[config.mk]
export PLATFORM = sky130hd
export DESIGN_NAME = random_lfsr_gen
export DESIGN_NICKNAME = d
export VERILOG_FILES = /design/src/rtl/random_pkg.sv /design/src/rtl/random_lfsr_core.sv /design/src/rtl/random_lfsr_gen.sv
export SDC_FILE = /design/constraint.sdc
export NUM_CORES = 1
export LEC_CHECK = 0
export ABC_AREA = 1
export BUFFER_PORTS_ARGS = -buffer_cell sky130_fd_sc_hd__buf_2
export CAP_MARGIN = 20
export CORE_MARGIN = 1
export CORE_UTILIZATION = 45
export DETAILED_ROUTE_END_ITERATION = 8
export PLACE_DENSITY = 0.7
export SYNTH_ARGS = -nofsm -noshare
export SYNTH_HDL_FRONTEND = slang
export SYNTH_SLANG_ARGS = --single-unit
[constraint.sdc]
create_clock -name clk -period 2.5 [get_ports clk]
set_input_delay 0.25 -clock clk [delete_from_list [all_inputs] [get_ports clk]]
set_output_delay 0.25 -clock clk [all_outputs]
set_load 0.05 [all_outputs]
[src/rtl/random_pkg.sv]
// Shared definitions for the Galois-LFSR word generator: FSM state type,
// default tap masks for common widths, the reset seed and the step function
// used both by the hardware and by the bench reference model.
package random_pkg;

   // Widest state register the shared step function can model
   localparam int LFSR_MAX_WIDTH = 64;

   // Maximal-length Galois tap masks (bit N-1 set) for common widths
   localparam logic [3:0]  POLY_4  = 4'hC;
   localparam logic [7:0]  POLY_8  = 8'hB8;
   localparam logic [15:0] POLY_16 = 16'hB400;
   localparam logic [31:0] POLY_32 = 32'h80200003;

   // Reset seed, also substituted whenever a zero seed is loaded
   localparam logic [31:0] DEFAULT_SEED = 32'h974CA351;

   // FILL gathers W output bits, HOLD presents the finished word
   typedef enum logic {
      FILL = 1'b0,
      HOLD = 1'b1
   } gen_state_t;

   // One Galois step: shift right, fold the tap mask in when the
   // outgoing bit is set. Narrower registers pass zero-extended values.
   function automatic logic [LFSR_MAX_WIDTH-1:0] lfsr_step(
      input logic [LFSR_MAX_WIDTH-1:0] cur,
      input logic [LFSR_MAX_WIDTH-1:0] poly
   );
      return (cur >> 1) ^ (cur[0] ? poly : '0);
   endfunction

endpackage

[src/rtl/random_lfsr_core.sv]
// LFSR state register plus its combinational Galois step. A load request
// wins over a step; a zero load value is replaced by INIT_SEED so the
// register can never enter the all-zero lock-up state.
module random_lfsr_core
   import random_pkg::*;
#(
   parameter int                    LFSR_WIDTH = 32,
   parameter logic [LFSR_WIDTH-1:0] POLY       = LFSR_WIDTH'(POLY_32),
   parameter logic [LFSR_WIDTH-1:0] INIT_SEED  = LFSR_WIDTH'(DEFAULT_SEED)
) (
   input  logic                  clk,
   input  logic                  rst,
   input  logic                  load,
   input  logic [LFSR_WIDTH-1:0] seed,
   input  logic                  step,
   output logic [LFSR_WIDTH-1:0] state,
   output logic                  fb_bit
);

   logic [LFSR_WIDTH-1:0] step_value;
   logic [LFSR_WIDTH-1:0] load_value;

   // Next state for a step, and the seed with zero replaced by INIT_SEED
   always_comb begin
      step_value = LFSR_WIDTH'(lfsr_step(LFSR_MAX_WIDTH'(state), LFSR_MAX_WIDTH'(POLY)));
      load_value = (seed == '0) ? INIT_SEED : seed;
   end

   // State register: reseed has priority over stepping
   always_ff @(posedge clk or posedge rst) begin
      if (rst) begin
         state <= INIT_SEED;
      end else if (load) begin
         state <= load_value;
      end else if (step) begin
         state <= step_value;
      end
   end

   assign fb_bit = state[0];

endmodule

[src/rtl/random_lfsr_gen.sv]
// Pseudo-random word generator: one LFSR step per enabled FILL cycle shifts
// one bit into the word; after OUT_WIDTH bits the word is presented with
// valid/ready and the LFSR stalls until it is taken. seed_load reseeds and
// drops any partial or pending word.
// Optional transfer counter word_cnt: define RANDOM_LFSR_STAT_EN.
module random_lfsr_gen
   import random_pkg::*;
#(
   parameter int                    LFSR_WIDTH = 32,
   parameter logic [LFSR_WIDTH-1:0] POLY       = LFSR_WIDTH'(POLY_32),
   parameter int                    OUT_WIDTH  = 16,
   parameter logic [LFSR_WIDTH-1:0] INIT_SEED  = LFSR_WIDTH'(DEFAULT_SEED)
) (
   input  logic                  clk,
   input  logic                  rst,
   input  logic                  en,
   input  logic                  seed_load,
   input  logic [LFSR_WIDTH-1:0] seed,
   output logic [OUT_WIDTH-1:0]  out_data,
   output logic                  out_valid,
   input  logic                  out_ready,
   output logic [LFSR_WIDTH-1:0] state
`ifdef RANDOM_LFSR_STAT_EN
   ,
   output logic [31:0]           word_cnt
`endif
);

   localparam int CNT_W = (OUT_WIDTH > 1) ? $clog2(OUT_WIDTH) : 1;
   localparam logic [CNT_W-1:0] LAST_BIT = CNT_W'(OUT_WIDTH - 1);

   gen_state_t            fsm_state;
   gen_state_t            fsm_next;
   logic [CNT_W-1:0]      bit_cnt;
   logic [OUT_WIDTH-1:0]  sh;
   logic [OUT_WIDTH-1:0]  sh_next;
   logic                  fb_bit;
   logic                  do_step;
   logic                  word_done;
   logic                  xfer;

   random_lfsr_core #(
      .LFSR_WIDTH (LFSR_WIDTH),
      .POLY       (POLY),
      .INIT_SEED  (INIT_SEED)
   ) u_core (
      .clk    (clk),
      .rst    (rst),
      .load   (seed_load),
      .seed   (seed),
      .step   (do_step),
      .state  (state),
      .fb_bit (fb_bit)
   );

   // Shift register contents after taking the current output bit at the LSB
   always_comb begin
      sh_next = (sh << 1) | OUT_WIDTH'(fb_bit);
   end

   // FSM state register
   always_ff @(posedge clk or posedge rst) begin
      if (rst) begin
         fsm_state <= FILL;
      end else begin
         fsm_state <= fsm_next;
      end
   end

   // Next state plus step/complete/transfer strobes; reseed overrides all
   always_comb begin
      fsm_next  = fsm_state;
      do_step   = 1'b0;
      word_done = 1'b0;
      xfer      = 1'b0;
      if (seed_load) begin
         fsm_next = FILL;
      end else begin
         case (fsm_state)
            FILL: begin
               if (en) begin
                  do_step = 1'b1;
                  if (bit_cnt == LAST_BIT) begin
                     word_done = 1'b1;
                     fsm_next  = HOLD;
                  end
               end
            end
            HOLD: begin
               if (out_ready) begin
                  xfer     = 1'b1;
                  fsm_next = FILL;
               end
            end
            default: fsm_next = FILL;
         endcase
      end
   end

   // Bit counter, shift register and output word with its valid flag
   always_ff @(posedge clk or posedge rst) begin
      if (rst) begin
         bit_cnt   <= '0;
         sh        <= '0;
         out_data  <= '0;
         out_valid <= 1'b0;
      end else if (seed_load) begin
         bit_cnt   <= '0;
         sh        <= '0;
         out_valid <= 1'b0;
      end else if (do_step) begin
         sh <= sh_next;
         if (word_done) begin
            bit_cnt   <= '0;
            out_data  <= sh_next;
            out_valid <= 1'b1;
         end else begin
            bit_cnt <= bit_cnt + 1'b1;
         end
      end else if (xfer) begin
         out_valid <= 1'b0;
      end
   end

`ifdef RANDOM_LFSR_STAT_EN
   // Count accepted words; reseed clears it and swallows a coincident transfer
   always_ff @(posedge clk or posedge rst) begin
      if (rst) begin
         word_cnt <= '0;
      end else if (seed_load) begin
         word_cnt <= '0;
      end else if (xfer) begin
         word_cnt <= word_cnt + 32'd1;
      end
   end
`endif

endmodule

== Yosys cells after proc, flatten, opt, wreduce, memory -nomap -nowiden ==
Index checks and enable logic that the tools add are counted.
Operators by class
  add/sub/neg operators: 1
  eq/ne operators: 2
  multiplexer cells: 26
  bitwise gates (word level): 4
  reduce and logical (&&, ||, !) cells: 5
Operators with widths (number)
  $mux W32: 4
  $logic_not A32 Y1: 1
  $xor A31 B32 Y32: 1
  $mux W15: 2
  $mux W1: 16
  $or A16 B1 Y16: 1
  $mux W4: 3
  $add A4 B1 Y4 const B: 1
  $eq A4 B4 Y1 const B: 1
  $ne A3 B2 Y1 const B: 1
  $reduce_and A3 Y1: 1
  $reduce_bool A3 Y1: 1
  $not A1 Y1: 2
  $pmux W1 S2: 1
  $reduce_and A2 Y1: 1
  $reduce_bool A2 Y1: 1
Word-level totals
  register bits after elaboration: 69
  input port bits: 37
  logic and storage cells: 44

== Longest topological paths before layout ==
Gate-level depths: netlist of run 1.
  word-level depth: 8
  gate-level depth with buffers: 8
  mapped depth without buffers: 8

== Cells and area by module ==
Synthesis of run 1 repeated with hierarchy kept, for this count alone.
Second synthesis, totals
  cell total of the unflattened synthesis: 391
  area total of the unflattened synthesis: 3311.9 um2
By module, submodules not included
  random_lfsr_core: times used 1, cells each 252, area an instance 1783.0 um2
  random_lfsr_gen: times used 1, cells each 139, area an instance 1529.0 um2

== Worst setup path after synthesis of run 1 ==
Ideal clock, no wire load.
  kind: register to register
  start point: register u_core.state[22]
  end point: register u_core.state[21]
  library setup time: 0.130 ns
  data arrival time: 1.109 ns
  data required time: 2.370 ns
  setup slack: 1.261 ns
  stages on the path, launching flop included: 6
  period minus slack after synthesis: 1.239 ns
  cells stage by stage: dfstp_2 -> inv_1 -> a21oi_1 -> o21ai_0 -> o211ai_1 -> o21ai_0
Between the ends
  cells in the longest elaborated chain, start to end: 3
RTL lines
  start: declaration: RTL line random_lfsr_core.sv:16  | output logic [LFSR_WIDTH-1:0] state,
  start signal: assignment: RTL line random_lfsr_core.sv:34  | state <= load_value;
  start signal: assignment: RTL line random_lfsr_core.sv:36  | state <= step_value;
  $xor A31 B32 Y32: RTL line random_pkg.sv:30  | return (cur >> 1) ^ (cur[0] ? poly : '0);
  $mux W32: RTL line random_lfsr_core.sv:35  | end else if (step) begin
  $mux W32: RTL line random_lfsr_core.sv:33  | end else if (load) begin
No other way between the ends. The select of a mux whose other input is x is not followed.
A chain may end at the register's enable or synchronous reset.

== Final worst setup path of run 1 ==
  start point: register fsm_state
  end point: register bit_cnt[3]
Between the ends
  cells in the longest elaborated chain, start to end: 5
  elaborated cells on any way between the ends: 8
  those cells by class: mux (7); reduce/logical (1)
RTL lines
  start: declaration: RTL line random_lfsr_gen.sv:32  | gen_state_t fsm_state;
  start signal: assignment: RTL line random_lfsr_gen.sv:66  | fsm_state <= fsm_next;
  $mux W1: RTL line random_lfsr_gen.sv:79  | case (fsm_state)
  $mux W1: RTL line random_lfsr_gen.sv:76  | if (seed_load) begin
  $mux W4: RTL line random_lfsr_gen.sv:113  | if (word_done) begin
  $mux W4: RTL line random_lfsr_gen.sv:111  | end else if (do_step) begin
  $mux W4: RTL line random_lfsr_gen.sv:107  | end else if (seed_load) begin
  end signal: assignment: RTL line random_lfsr_gen.sv:118  | bit_cnt <= bit_cnt + 1'b1;
  end: declaration: RTL line random_lfsr_gen.sv:34  | logic [CNT_W-1:0] bit_cnt;
Parallel ways exist; a longest one is shown, timed or not. The select of a mux whose other input is x is not followed.

==> impl_metrics.ini, run 1 <==
[critical_path]
cp-endpoint = bit_cnt[3]$_DFFE_PP0N_
cp_max_fo = 32
crit_arrival_ns = 2.00
crit_type = reg -> reg
crit_start = fsm_state$_DFF_PP0_
end_kind = register
start_kind = register
crit_required_ns = 2.76
rr_startpoint = fsm_state$_DFF_PP0_
r2r_cells = 7
timing.rr.end = bit_cnt[3]$_DFFE_PP0N_
rrSetupSlack_ns = 0.75

[layout]
final_common_cell = nand2_1
fin_area_mm2 = 0.00387
n_antenna_cell = 0
nets = 498
drive_above_1_share_pct = 27.5
final_cell_count_no_fill = 561
area_growth_pct = 22.0
register_area_mm2 = 0.00175
multi_input_area_mm2 = 0.00108
mostFrequentLayoutCells = 98 x nand2_1, 85 x buf_2, 59 x inv_1
fillers = 638

[sta]
final_hold_viol_count = 0
tightest_slew_ns = 0.577
setup_tns_ns = 0
setup_viol = 0
finClkSkew_ns = 0.00663
whs_ns = 0.126
min_period_ns = 1.75
rsz0062_at_grt = false
max_freq_mhz = 573
finalMaxSlewViolations = 0
final.period_utilization_pct = 69.8
relSlewSlack_pct = 61.5

[synthesis]
synth_edf_count = 0
synthArstFlopShare_pct = 100
yosysWarnings = 0
synth.cell_area_mm2 = 0.00317
ys.flop_type = dfrtp_1
syn-num-nets = 416
synth_mux_area_share_pct = 0
synth_cells = 378
synth_top_family_by_area = simple AND/OR/NAND/NOR gates
seq_area_frac_synth_pct = 55.0
yosys-top-cells-area = dfrtp_1 43%, dfstp_2 12%, nand2_1 12%, inv_1 7.1%, o21ai_1 4.3%
synth-seq-cells = 69
yosysTopAreaCell = dfrtp_1
synth_top_area_share_pct = 42.6
postSynthAreaPerCell_um2 = 8.40
synth_compound_area_share_pct = 15.3
yosys.area_share.adder_pct = 0.394
synthXorXnorAreaFrac_pct = 1.10
ys_types = 26
yosys.area_share.simple_pct = 17.3

[cts]
cts_root_buf = clkbuf_8
clkSlewWorstSetupHoldPaths_ns = 0.07
cts_inserted_buffers = 9
clock_path_buffers = 2
cts_tree = done
cts_resized = 0
cts_sinks = 69
htreeDepth = 3
clk_latency_ns = 0.34

[floorplanning]
row_count = 30
core_area_mm2 = 0.00679
start_util_pct = 46.7
die_h_um = 86.0
die_area_mm2 = 0.00739
io_pins = 86
fp.dieW_um = 86.0

[hold_path]
min_path_type = in -> reg

[power]
pwr-share-seq_pct = 45.2
fin_total_pwr_w = 0.00276
combPwrFrac_pct = 18.3
vdd_drop_max_uv = 348
power.switching_w = 0.000851
p_int_w = 0.00191
clockPowerShare_pct = 36.5
pwr_density_cell_mw_per_mm2 = 713
switching_share_pct = 30.8
power.leakage_nw = 1.97

[route]
dr.pass1.iters = 5
viasPerCell = 4.86
wl_per_cell_um = 13.1
vias = 2727
drc = 0
routed_wl_mm = 7.34
ant_nets = 0
drt_iter0_drc = 120

[placement]
io_buffers = 85
dpl.hpwl_mm = 4.94
placed_cell_area_mm2 = 0.00364
placedCellCount = 544
gp_congestion = 0.819

[job]
maxCapViolations = 0

[grt]
grt-ovfl-total = 0
groute.usage.overall_pct = 21.3
grt_max_degree = 70
grt_pass1_wl_mm = 12.1
grt_pass1_vias = 2582
antenna_found_initial = 0

[run_status]
status = finished clean
-- final cells by class --
| type | instances | share of cell area, % |
|---|---|---|
| Clock buffer | 10 | 3.55 |
| Clock inverter | 6 | 2.23 |
| Inverter | 64 | 6.20 |
| Timing Repair Buffer | 88 | 12.0 |
| Tap cell | 96 | 3.10 |
| Sequential cell | 69 | 45.1 |
| Multi-Input combinational cell | 228 | 27.9 |
-- worst min path at each step --
stage                         start  slack, ns  depth (start not counted)                        to
after global placement          rst       0.35                          3  out_data[13]$_DFFE_PP0P_
after detailed placement        rst       0.35                          3  out_data[14]$_DFFE_PP0P_
after global routing      out_ready       0.12                          2       fsm_state$_DFF_PP0_
final                     out_ready       0.13                          2       fsm_state$_DFF_PP0_
after floorplan           out_ready       0.34                          1       fsm_state$_DFF_PP0_
after CTS                 out_ready       0.12                          2       fsm_state$_DFF_PP0_
-- critical path, cell delays in order (launching register included) --
cell	delay, ns
dfrtp_1	0.39
inv_2	0.06
nand2_2	0.09
nor2_4	0.34
inv_2	0.34
nor2_2	0.22
inv_1	0.06
o21ai_0	0.14
-- layer usage --
metal | wire (um) | up-vias | global-route usage (%)
met5 | 0 | - | 0
met4 | 122 | 0 | 9.39
met3 | 405 | 12 | 4.81
met2 | 3430 | 91 | 32.7
met1 | 3380 | 1258 | 29.0
li1 | - | 1366 | -
-- power by group through the flow --
stage | registers [W] | clock network, W | logic, W
2_1_floorplan | 0.00146 | 0 | 0.000177
3_3_place_gp | 0.00127 | 0 | 0.000500
6_report | 0.00125 | 0.00101 | 0.000505
3_5_place_dp | 0.00127 | 0 | 0.000507
4_1_cts | 0.00125 | 0.00102 | 0.000511
5_1_grt | 0.00126 | 0.00108 | 0.000549
-- kinds of logic (layout without fill, tap and decap cells) --
group                      count (synthesis)  in the layout
and+or+nand+nor                          138            138
buffers and inverters                     81            168
AOI/OAI and AO/OA                         85             85
DFF                                       69             69
adders and majority gates                  1              1
xor gates and xnor gates                   4              4
-- timing repair --
action | in CTS | in global routing
endpoints found under the hold margin | 45 | 0
buffers inserted | 0 | 0
hold buffers | 1 | 0
-- cells in the mapped netlist, types with 3 or more instances --
cell,number
a21oi_1,3
dfstp_2,15
o22ai_1,21
nor2_1,28
nand2_1,98
inv_2,4
inv_1,60
dfrtp_1,54
o21ai_1,27
o21ai_0,22
buf_4,4
o211ai_1,7
buf_2,11
nand3_1,7
-- state kept, by name, summed over array words and instances (netlist names) --
| signal | count |
|---|---|
| u_core.state | 32 |
| out_valid | 1 |
| sh | 15 |
| out_data | 16 |
| bit_cnt | 4 |
| fsm_state | 1 |
-- metrics by stage --
stage	util [%]	setup WS, ns
after floorplan	-	0.535
after global placement	53.6	0.842
after detailed placement	53.6	0.757
after CTS	57.0	0.749
after global routing	57.0	0.516
final	57.0	0.754
(Power assumes the default switching activity.)
==> run 2: changes to the inputs <==
--- a/config.mk
+++ b/config.mk
@@ -5,13 +5,13 @@
 export SDC_FILE = /design/constraint.sdc
 export NUM_CORES = 1
 export LEC_CHECK = 0
-export ABC_AREA = 1
+export ABC_AREA = 0
 export BUFFER_PORTS_ARGS = -buffer_cell sky130_fd_sc_hd__buf_2
 export CAP_MARGIN = 20
 export CORE_MARGIN = 1
 export CORE_UTILIZATION = 45
 export DETAILED_ROUTE_END_ITERATION = 8
-export PLACE_DENSITY = 0.7
+export PLACE_DENSITY = 0.73
 export SYNTH_ARGS = -nofsm -noshare
 export SYNTH_HDL_FRONTEND = slang
 export SYNTH_SLANG_ARGS = --single-unit
==> constraint.sdc (replaced) <==
create_clock -name clk -period 1.4 [get_ports clk]
set_input_delay 0.14 -clock clk [delete_from_list [all_inputs] [get_ports clk]]
set_output_delay 0.14 -clock clk [all_outputs]
set_load 0.05 [all_outputs]
==> run 2 against run 1 <==
The flow now finishes with violations (negative setup slack). Worst hold slack lost 0.11 ns. Non-clock buffer count up 35. Sequential power grew 79%. Sequential share of layout area decreased by 4.6 points. Fmax up 17%. Critical path type unchanged. Largest cell class unchanged.
==> impl_metrics.ini, run 2 <==
[placement]
placedCellCount = 491
pre_cts_ws_ns = -0.146
io_buffers = 85
dpl.hpwl_mm = 4.96
gp_congestion = 0.757

[sta]
setup_viol = 16
finClkSkew_ns = 0.00702
min_period_ns = 1.49
worst_slack_ns = -0.0923
final.period_utilization_pct = 107
tightest_slew_ns = 0.392
final_hold_viol_count = 0
max_freq_mhz = 670
whs_ns = 0.0194
relSlewSlack_pct = 73.6
rsz0062_at_grt = true
finalMaxSlewViolations = 0
setup_tns_ns = -1.29

[synthesis]
synth_commonest_cells = 54 x dfrtp_1, 54 x nand2_1, 23 x a21oi_1
synth_top_area_share_pct = 42.3
synthArstFlopShare_pct = 100
ys.flop_type = dfrtp_1
seq_area_frac_synth_pct = 54.7
synth-seq-cells = 69
synth_edf_count = 0
postSynthAreaPerCell_um2 = 10.4
yosysWarnings = 0
synth_cells = 306
synth.cell_area_mm2 = 0.00319
yosysTopAreaCell = dfrtp_1
ys_types = 35
syn-num-nets = 344
yosys-top-cells-area = dfrtp_1 42%, dfstp_2 12%, nand2_1 6.4%, mux2i_1 4.7%, mux2_4 4.2%

[floorplanning]
row_count = 30
core_area_mm2 = 0.00683
fp.dieW_um = 86.2
die_h_um = 86.2
io_pins = 86
die_area_mm2 = 0.00743
start_util_pct = 46.7

[power]
clockPowerShare_pct = 31.1
fin_total_pwr_w = 0.00465
p_int_w = 0.00319
vdd_drop_max_uv = 517
pwr_density_cell_mw_per_mm2 = 1080
pwr-share-seq_pct = 48.1
power.switching_w = 0.00146
power.leakage_nw = 2.08
combPwrFrac_pct = 20.8
switching_share_pct = 31.4

[route]
drc = 0
wl_per_cell_um = 14.1
drt_iter0_drc = 72
vias = 2656
dr.pass1.iters = 4
ant_nets = 0
viasPerCell = 5.12
routed_wl_mm = 7.32

[cts]
clkSlewWorstSetupHoldPaths_ns = 0.07
cts_inserted_buffers = 9
cts_tree = done
cts_root_buf = clkbuf_8
clk_latency_ns = 0.34
cts_sinks = 69
clock_path_buffers = 2
htreeDepth = 3

[critical_path]
crit_required_ns = 1.62
r2r_cells = 6
cp_max_fo = 8
crit_arrival_ns = 1.71
crit_type = reg -> reg
end_kind = register
start_kind = register

[layout]
largest-register = u_core.state
largestRegisters = u_core.state (32), out_data (16), sh (15)
final_cell_count_no_fill = 519
final_common_cell = buf_2
register_area_mm2 = 0.00175
mostFrequentLayoutCells = 84 x buf_2, 54 x dfrtp_1, 53 x nand2_1
drive_above_1_share_pct = 41.6
area_growth_pct = 35.2
n_antenna_cell = 0
multi_input_area_mm2 = 0.00135
fillers = 598
nets = 456
largest_reg_flops = 32

[grt]
grt_pass1_vias = 2551
grt_max_degree = 86
antenna_found_initial = 0
groute.usage.overall_pct = 21.1
grt_pass1_wl_mm = 12.0
grt-ovfl-total = 0

[hold_path]
hold_depth = 3
min_path_type = in -> reg

[job]
maxCapViolations = 0

[run_status]
failed_checks = negative setup slack
status = finished, violations left
-- run 2: cell families (layout without fill, tap and decap cells) --
| kind of cell | after synthesis | count (layout) | share of synthesized area, % |
|---|---|---|---|
| buffers and inverters | 38 | 155 | 5.76 |
| multiplexers | 31 | 31 | 11.4 |
| flip-flops | 69 | 69 | 54.7 |
| adder cells (fa/ha/maj) | 1 | 1 | 0.392 |
| XOR/XNOR | 4 | 4 | 1.10 |
| AND/OR/NAND/NOR | 94 | 94 | 14.2 |
| AO/OA/AOI/OAI | 69 | 69 | 12.5 |
-- run 2: area by class of cell --
class	instances	share of cell area, %
multi-input combinational	199	31.3
clock inverter	2	0.232
timing repair buffer	123	20.0
sequential	69	40.5
tap	96	2.78
clock buffer	14	3.77
inverter	16	1.48
-- run 2: final timing paths --
check / start / slack [ns] / to
setup / recovery: bit_cnt[0]$_DFFE_PP0N_ / -0.09 / out_data[13]$_DFFE_PP0P_
hold / removal: seed[12] / 0.02 / u_core.state[12]$_DFFE_PP0N_
setup reg to reg: bit_cnt[0]$_DFFE_PP0N_ / -0.09 / out_data[13]$_DFFE_PP0P_
hold reg to reg: out_data[11]$_DFFE_PP0P_ / 0.50 / out_data[11]$_DFFE_PP0P_
max in group asynchronous: rst / 0.57 / out_data[11]$_DFFE_PP0P_
min in group asynchronous: rst / 0.31 / u_core.state[30]$_DFFE_PP0N_
-- run 2: worst max-delay path: stages, from the launching register on --
cell and delay (ns):
dfrtp_1 0.39, ha_4 0.16, nand3_4 0.09, nor3_4 0.16, buf_12 0.14, buf_12 0.13
mux2_4 0.30
-- run 2: power groups by stage --
stage	Sequential, W	Combinational (W)	Clock (W)
finish	0.00224	0.000967	0.00144
global route	0.00225	0.00104	0.00156
CTS	0.00223	0.000940	0.00148
detailed placement	0.00227	0.000928	0
global placement	0.00226	0.000913	0
floorplan	0.00259	0.000302	0
-- run 2: stage by stage --
stage	instance area (um^2)	util (%)
after CTS	4210	61.6
after global placement	3920	57.4
final	4310	63.2
after floorplan	3220	-
after global routing	4310	63.2
after detailed placement	3920	57.4
-- run 2: repair_timing --
action / CTS / global route
pin swaps: 2 / 5
gates cloned: 1 / 1
setup endpoints to repair: 17 / 47
gates resized for setup: 9 / 21
endpoints found under the hold margin: 8 / 0
setup buffers: 1 / 5
hold buffers: 4 / 0
-- run 2: metal layers --
metal	global-route usage [%]	vias up	wire length (um)
li1	-	1285	-
met1	27.8	1282	3370
met2	33.8	74	3470
met3	4.10	15	318
met4	9.39	0	166
met5	0	-	0
